### src/rtl/parking_occupancy_ctrl.sv
// Parking-lot occupancy controller: debounced entry/exit sensors, occupancy count with full/empty, timed gates.
// Optional statistics counters are compiled in with `define PARK_STATS_EN.
module parking_occupancy_ctrl #(
    parameter int CAPACITY    = 8,
    parameter int CNT_W       = 4,
    parameter int DEB_CYCLES  = 4,
    parameter int GATE_CYCLES = 10
) (
    input  logic             clk,
    input  logic             reset,
    input  logic             entry_sensor,
    input  logic             exit_sensor,
    output logic [CNT_W-1:0] count,
    output logic             full,
    output logic             empty,
    output logic             entry_gate_open,
    output logic             exit_gate_open,
    output logic             entry_denied,
    output logic [15:0]      total_entries,
    output logic [7:0]       denied_count
);

    localparam int DEB_W = $clog2(DEB_CYCLES);
    localparam int TMR_W = $clog2(GATE_CYCLES + 1);
    localparam logic [DEB_W-1:0] DEB_LAST  = DEB_W'(DEB_CYCLES - 1);
    localparam logic [TMR_W-1:0] GATE_LOAD = TMR_W'(GATE_CYCLES - 1);
    localparam logic [CNT_W-1:0] CAP_C     = CNT_W'(CAPACITY);

    typedef enum logic {G_CLOSED = 1'b0, G_OPEN = 1'b1} gate_t;

    // Index 0 is the entry sensor/gate, index 1 the exit sensor/gate.
    logic [1:0]       sens_s;
    logic [1:0]       deb_q, deb_d, deb_prev_q;
    logic [DEB_W-1:0] dcnt_q [2];
    logic [DEB_W-1:0] dcnt_d [2];
    gate_t            gst_q  [2];
    gate_t            gst_d  [2];
    logic [TMR_W-1:0] tmr_q  [2];
    logic [TMR_W-1:0] tmr_d  [2];
    logic [1:0]       acc_s;

    logic             ev_en_s, ev_ex_s;
    logic [CNT_W-1:0] mid_s;
    logic             deny_s;
    logic [CNT_W-1:0] count_q, count_d;
    logic             full_q, full_d, empty_q, empty_d, denied_q;

    assign sens_s  = {exit_sensor, entry_sensor};
    assign ev_en_s = deb_q[0] & ~deb_prev_q[0];
    assign ev_ex_s = deb_q[1] & ~deb_prev_q[1];

    // Debounce: the level flips only after DEB_CYCLES consecutive opposite samples.
    always_comb begin
        deb_d = deb_q;
        for (int i = 0; i < 2; i++) begin
            dcnt_d[i] = '0;
            if (sens_s[i] != deb_q[i]) begin
                if (dcnt_q[i] == DEB_LAST) begin
                    deb_d[i]  = ~deb_q[i];
                    dcnt_d[i] = '0;
                end else begin
                    dcnt_d[i] = dcnt_q[i] + DEB_W'(1);
                end
            end else begin
                dcnt_d[i] = '0;
            end
        end
    end

    // Occupancy: exit is applied first so a full lot can swap a car in one cycle.
    always_comb begin
        acc_s    = 2'b00;
        acc_s[1] = ev_ex_s & (count_q != '0);
        mid_s    = count_q - CNT_W'(acc_s[1]);
        acc_s[0] = ev_en_s & (mid_s < CAP_C);
        deny_s   = ev_en_s & ~acc_s[0];
        count_d  = mid_s + CNT_W'(acc_s[0]);
        full_d   = (count_d == CAP_C);
        empty_d  = (count_d == '0);
    end

    // Gate FSMs: an accepted event opens or re-arms; the timer closes the gate.
    always_comb begin
        for (int g = 0; g < 2; g++) begin
            gst_d[g] = gst_q[g];
            tmr_d[g] = tmr_q[g];
            case (gst_q[g])
                G_CLOSED: begin
                    if (acc_s[g]) begin
                        gst_d[g] = G_OPEN;
                        tmr_d[g] = GATE_LOAD;
                    end else begin
                        tmr_d[g] = '0;
                    end
                end
                G_OPEN: begin
                    if (acc_s[g]) begin
                        tmr_d[g] = GATE_LOAD;
                    end else if (tmr_q[g] == '0) begin
                        gst_d[g] = G_CLOSED;
                    end else begin
                        tmr_d[g] = tmr_q[g] - TMR_W'(1);
                    end
                end
                default: begin
                    gst_d[g] = G_CLOSED;
                    tmr_d[g] = '0;
                end
            endcase
        end
    end

    // State registers.
    always_ff @(posedge clk) begin
        if (reset) begin
            deb_q      <= 2'b00;
            deb_prev_q <= 2'b00;
            count_q    <= '0;
            full_q     <= 1'b0;
            empty_q    <= 1'b1;
            denied_q   <= 1'b0;
            for (int i = 0; i < 2; i++) begin
                dcnt_q[i] <= '0;
                gst_q[i]  <= G_CLOSED;
                tmr_q[i]  <= '0;
            end
        end else begin
            deb_q      <= deb_d;
            deb_prev_q <= deb_q;
            count_q    <= count_d;
            full_q     <= full_d;
            empty_q    <= empty_d;
            denied_q   <= deny_s;
            for (int i = 0; i < 2; i++) begin
                dcnt_q[i] <= dcnt_d[i];
                gst_q[i]  <= gst_d[i];
                tmr_q[i]  <= tmr_d[i];
            end
        end
    end

    assign count           = count_q;
    assign full            = full_q;
    assign empty           = empty_q;
    assign entry_gate_open = (gst_q[0] == G_OPEN);
    assign exit_gate_open  = (gst_q[1] == G_OPEN);
    assign entry_denied    = denied_q;

`ifdef PARK_STATS_EN
    logic [15:0] tot_q;
    logic [7:0]  den_q;

    // Saturating statistics counters.
    always_ff @(posedge clk) begin
        if (reset) begin
            tot_q <= 16'h0000;
            den_q <= 8'h00;
        end else begin
            if (acc_s[0] && (tot_q != 16'hFFFF)) begin
                tot_q <= tot_q + 16'h0001;
            end
            if (deny_s && (den_q != 8'hFF)) begin
                den_q <= den_q + 8'h01;
            end
        end
    end

    assign total_entries = tot_q;
    assign denied_count  = den_q;
`else
    assign total_entries = 16'h0000;
    assign denied_count  = 8'h00;
`endif

endmodule
### config.mk
export PLATFORM = sky130hd
export DESIGN_NAME = parking_occupancy_ctrl
export DESIGN_NICKNAME = d
export VERILOG_FILES = /design/src/rtl/parking_occupancy_ctrl.sv
export SDC_FILE = /design/constraint.sdc
export NUM_CORES = 1
export LEC_CHECK = 0
export ABC_AREA = 1
export BUFFER_PORTS_ARGS = -buffer_cell sky130_fd_sc_hd__buf_2
export CAP_MARGIN = 20
export CORE_MARGIN = 4
export CORE_UTILIZATION = 51
export DETAILED_ROUTE_END_ITERATION = 16
export PLACE_DENSITY_LB_ADDON = 0.1
export SLEW_MARGIN = 25
export SYNTH_ARGS = -nofsm -noshare
export SYNTH_HDL_FRONTEND = slang
export SYNTH_SLANG_ARGS = --single-unit
### constraint.sdc
create_clock -name clk -period 2.4 [get_ports clk]
set_input_delay 0 -clock clk [delete_from_list [all_inputs] [get_ports clk]]
set_output_delay 0 -clock clk [all_outputs]
set_load 0.01 [all_outputs]
# == Yosys cells after proc, flatten, opt, wreduce, memory -nomap -nowiden ==
# Memory sizes are Yosys's and may differ from the RTL's.
# Index checks and enable logic that the tools add are counted.
# op_classes
n_shift,0
magnitude_cmp,1
n_div,0
n_eq_ne,5
mul,0
muxes,29
reduce_logical,6
n_bitwise,18
add_sub_neg,6
# ops
operator,n
$mux W4,8
$pmux W4 S2,2
$logic_not A4 Y1,3
$mux W2,6
$mux W1,11
$sub A4 B1 Y4 const B,2
$not A1 Y1,7
$or A1 B1 Y1,6
$and A1 B1 Y1,5
$add A2 B1 Y2 const B,2
$add A4 B1 Y4,1
$eq A2 B2 Y1 const B,2
$eq A4 B4 Y1 const B,1
$lt A4 B4 Y1 const B,1
$pmux W1 S2,2
$reduce_and A2 Y1,2
$reduce_bool A4 Y1,1
$sub A4 B1 Y4,1
$ne A1 B1 Y1,2
# word_totals
memories,3
out_inout_bits,33
ff_bits,11
wordCells,75
input_bits,4
latchBits,0
ramBits,14
romBits,0
# memory_table
memory,depth,width,rd,rd_ports_with_merged_regs,write_ports,line_no,text
tmr_q,2,4,2,0,2,38,logic [TMR_W-1:0] tmr_q [2];
dcnt_q,2,2,2,0,2,34,logic [DEB_W-1:0] dcnt_q [2];
gst_q,2,1,2,0,2,36,gate_t gst_q [2];

# == Longest topological paths before layout ==
# depth
word_depth,9
ltp_mapped,18
ltp_nobuf,18

# == Least setup slack after synthesis ==
# No wires, ideal clock.
# synth_timing
kind,register to register
from,register count_q[1] (netlist: count[1])
to,register full_q (netlist: full)
setup_time_ns,0.064
stages_incl_launch_ff,17
required_ns,2.336
arrival_ns,2.026
slack_ns,0.310
cell_sequence,dfxtp_1 > nor2_2 > nand3_1 > nand3_1 > inv_1 > ha_1 > nand2_1 > nand2_2 > nand3_2 > inv_1 > ha_1 > ha_1 > nor2_1 > inv_1 > nor2_2 > inv_1 > nor2_1
# synth_via
elab_chain_cells,7
# synth_rtl
item,line_no,text
from (decl),45,"logic [CNT_W-1:0] count_q, count_d;"
from (signal assigned),130,count_q <= count_d;
$reduce_bool A4 Y1,73,acc_s[1] = ev_ex_s & (count_q != '0);
$and A1 B1 Y1,73,
$sub A4 B1 Y4 *,74,mid_s = count_q - CNT_W'(acc_s[1]);
$lt A4 B4 Y1,75,acc_s[0] = ev_en_s & (mid_s < CAP_C);
$and A1 B1 Y1,75,
$add A4 B1 Y4 *,77,count_d = mid_s + CNT_W'(acc_s[0]);
named net count_d[1],45,
$eq A4 B4 Y1 *,78,full_d = (count_d == CAP_C);
to (signal assigned),131,full_q <= full_d;
to (decl),46,"logic full_q, full_d, empty_q, empty_d, denied_q;"
# Mark *: on every way through the listed nets, which the timed path passes. The rest lies on a longest branch.
# A chain may end at the register's enable or synchronous reset.

# == Worst setup path after layout ==
# layout_timing
from,register count_q[2] (netlist: count[2])
to,register full_q (netlist: full)
# Same word-level chain as after synthesis.

==> flow_metrics.py <==
metrics = {
    "outcome": {
        "run_status": "finished clean",
    },
    "floorplan": {
        "chipHeight_um": 59.9,
        "dieArea_um2": 3590,
        "die_extent_in_x_um": 59.9,
        "coreArea_um2": 2520,
        "placement_rows": 18,
        "top_level_ports": 37,
        "floorplan.initialDensity_pct": 54.5,
    },
    "pwr": {
        "vdd_ir_drop_max_v": 0.000392,
        "power_leakage_nw": 0.804,
        "power.density_cell_area_nw_per_um2": 449,
    },
    "timing": {
        "final.period_utilization_pct": 92.8,
        "finalClockSkew_ps": 5.57,
        "timing.final.max_slew_violations": 0,
        "final.setup.tns_ps": 0,
        "setup_viol": 0,
        "max_clock_freq_ghz": 0.449,
        "rsz_0062_raised_after_global_routing": "no",
        "timing_hold_violations_final": 0,
        "layout_min_cycle_time_ps": 2230,
    },
    "global_route": {
        "grt_pass1_vias": 945,
        "antenna_violations_before_repair": 0,
        "grt_pass1_wl_um": 3910,
        "grt_busiest_layer": "met2",
        "pin_count_of_the_biggest_net_entering_global_routing": 15,
        "sum_of_overflow_across_all_layers_after_global_routing": 0,
        "globalRouteMet3Util_pct": 4.32,
        "globalRouteTotalUtil_pct": 14.1,
        "use_met2_pct": 25.8,
        "grt_util_met1_pct": 15.1,
    },
    "yosys": {
        "post_synthesis_sequential_element_count": 25,
        "muxShareOfSynthArea_pct": 0,
        "post_synth.cell_area_avg_um2": 7.39,
        "synth-seq-area-share_pct": 36.4,
        "largest_family_of_logic_cells_by_synthesized_area": "simple AND/OR/NAND/NOR gates",
        "yosys.area_share.xor_xnor_pct": 1.27,
        "synth_adder_area_share_pct": 9.10,
        "syn-instance-count": 186,
        "post_synth_instance_area_um2": 1380,
        "yosys_warnings": 0,
        "synth_compound_area_share_pct": 6.19,
        "synth.lib_cells_used.distinct": 20,
        "yosysTopAreaCellShare_pct": 36.4,
        "synth_top_cell_by_area": "sky130_fd_sc_hd__dfxtp_1",
        "post_synth_main_area_contributors": "sky130_fd_sc_hd__dfxtp_1 36%, sky130_fd_sc_hd__buf_4 13%, sky130_fd_sc_hd__inv_1 9.6%",
        "yosys.area_share.simple_pct": 23.5,
    },
    "job": {
        "max-cap-violations": 0,
    },
    "finish": {
        "fillerInstances": 255,
        "finish.net_count": 218,
        "areaGrowthSynthToFinish_pct": 6.19,
        "antennaDiodeCount": 0,
        "fraction_of_final_layout_cells_with_drive_strength_greater_than_1_pct": 15.8,
        "postLayoutCellArea_um2": 1460,
    },
    "placement": {
        "place_congestion": 0.753,
        "place_area_um2": 1370,
        "place_hpwl_um": 1820,
        "port-buffer-count": 12,
    },
    "routing": {
        "drt_first_iter_violations": 27,
        "avgRoutedWirePerCell_um": 9.87,
        "ant_nets": 0,
        "vias": 1056,
        "detailed_route_drc_error_count": 0,
        "finalWirelength_um": 2300,
        "via_per_inst": 4.53,
        "detailedRoute.firstPassIterationCount": 4,
    },
    "cts": {
        "h_tree_depth_reported_by_cts": 1,
        "cts-buffers-inserted": 3,
        "cts_buffer_depth": 2,
        "cts_tree": "yes",
        "clock_insertion_delay_worst_skew_ps": 310,
        "cts.reportedPaths.clkPinSlew_ps": 130,
        "clkSinkCount": 25,
        "ctsRootBufferMaster": "sky130_fd_sc_hd__clkbuf_4",
        "post-cts-setup-buffers": 0,
    },
    "worst_setup_path": {
        "critPathRequiredTime_ps": 2670,
        "setup.worst_path.class": "reg -> reg",
        "crit_arrival_ps": 2500,
        "crit_path_end_kind": "flop",
        "setup.worst_path.start_class": "flop",
        "maximum_fanout_along_the_worst_path": 6,
    },
    "min_path": {
        "min_delay_worst_type": "reg -> reg",
    },
}
==> repair_timing <==
action / 4_1_cts / 5_1_grt
gates resized for setup: 0 / 8
setup endpoints to repair: 0 / 3
endpoints found under the hold margin: 7 / 0
hold buffers: 3 / 0
==> cell type report <==
| type | count | area, µm² | share of cell area (%) |
|---|---|---|---|
| clock buffer | 3 | 22.5 | 1.54 |
| multi-input combinational | 123 | 663 | 45.4 |
| inverter | 36 | 135 | 9.25 |
| timing repair buffer | 15 | 90.1 | 6.17 |
| clock inverter | 1 | 5.00 | 0.343 |
| sequential | 25 | 507 | 34.7 |
| tap | 30 | 37.5 | 2.57 |
==> through the flow <==
step	instances	utilization [%]	hold slack (ps)	total power [mW]	worst slack [ps]
4_1_cts	233	56.7	436	0.665	97.3
3_3_place_gp	226	54.5	252	0.474	246
6_report	233	57.9	431	0.655	172
3_5_place_dp	226	54.5	264	0.475	129
5_1_grt	233	57.9	451	0.691	6.72
2_1_floorplan	209	-	127	0.496	310
==> worst max-delay path: stages, from the launching register on <==
cell and delay (ps):
sky130_fd_sc_hd__dfxtp_4 380, sky130_fd_sc_hd__nor2_4 130, sky130_fd_sc_hd__nand3_2 90, sky130_fd_sc_hd__nand3_2 90, sky130_fd_sc_hd__inv_1 50, sky130_fd_sc_hd__ha_1 210
sky130_fd_sc_hd__nand2_1 90, sky130_fd_sc_hd__nand2_2 80, sky130_fd_sc_hd__nand3_4 110, sky130_fd_sc_hd__inv_1 60, sky130_fd_sc_hd__ha_1 190, sky130_fd_sc_hd__ha_1 290
sky130_fd_sc_hd__nor2_1 110, sky130_fd_sc_hd__inv_1 50, sky130_fd_sc_hd__nor2_2 110, sky130_fd_sc_hd__inv_1 40, sky130_fd_sc_hd__nor2_1 80
==> routing by layer <==
metal / vias to the layer above / wire [µm]
met4: 0 / 35
met3: 4 / 169
met2: 33 / 1150
met5: - / 0
li1: 553 / -
met1: 466 / 940
==> registers in the layout, summed over array words and instances (netlist names) <==
name,count
gst_q,2
entry_denied,1
full,1
dcnt_q,4
deb_prev_q,2
empty,1
tmr_q,8
deb_q,2
count,4
==> report_power, final <==
group | internal [mW] | switching, mW
Clock | 0.0623 | 0.122
Sequential | 0.419 | 0.00269
Combinational | 0.0130 | 0.0355
==> cell usage after synthesis (all sizes together) <==
library cell and count:
a21oi 9, buf 25, conb 1, dfxtp 25, ha 10, inv 36, nand2 34, nand3 10
nand3b 1, nand4 3, nor2 22, o211ai 2, o21ai 5, or2 1, xor2 2
==> placed cells by master (no fill, tap or decap), drive strengths merged <==
| cell type | count |
|---|---|
| nand3b | 1 |
| nand3 | 10 |
| clkinv | 1 |
| dlygate4sd3 | 3 |
| inv | 36 |
| dfxtp | 25 |
| conb | 24 |
| nor2 | 22 |
| a21oi | 9 |
| nand4 | 3 |
| nand2 | 34 |
| buf | 12 |
| xor2 | 2 |
| ha | 10 |
| o211ai | 2 |
| o21ai | 5 |
| clkbuf | 3 |
| or2 | 1 |
==> final timing paths <==
kind	slack, ps	depth (start not counted)	end	from
max reg2reg	170	16	full	count[2]
min reg2reg	430	1	dcnt_q[0][0]	dcnt_q[0][0]
min	430	1	dcnt_q[0][0]	dcnt_q[0][0]
max	170	16	full	count[2]
==> cell families after synthesis <==
logic type      count (synthesis)
flops                          25
buf+inv                        61
xor+xnor                        2
other cells                     1
fa+ha+maj                      10
simple gates                   71
compound gates                 16
Note: power is estimated with default switching activity, not from simulation.
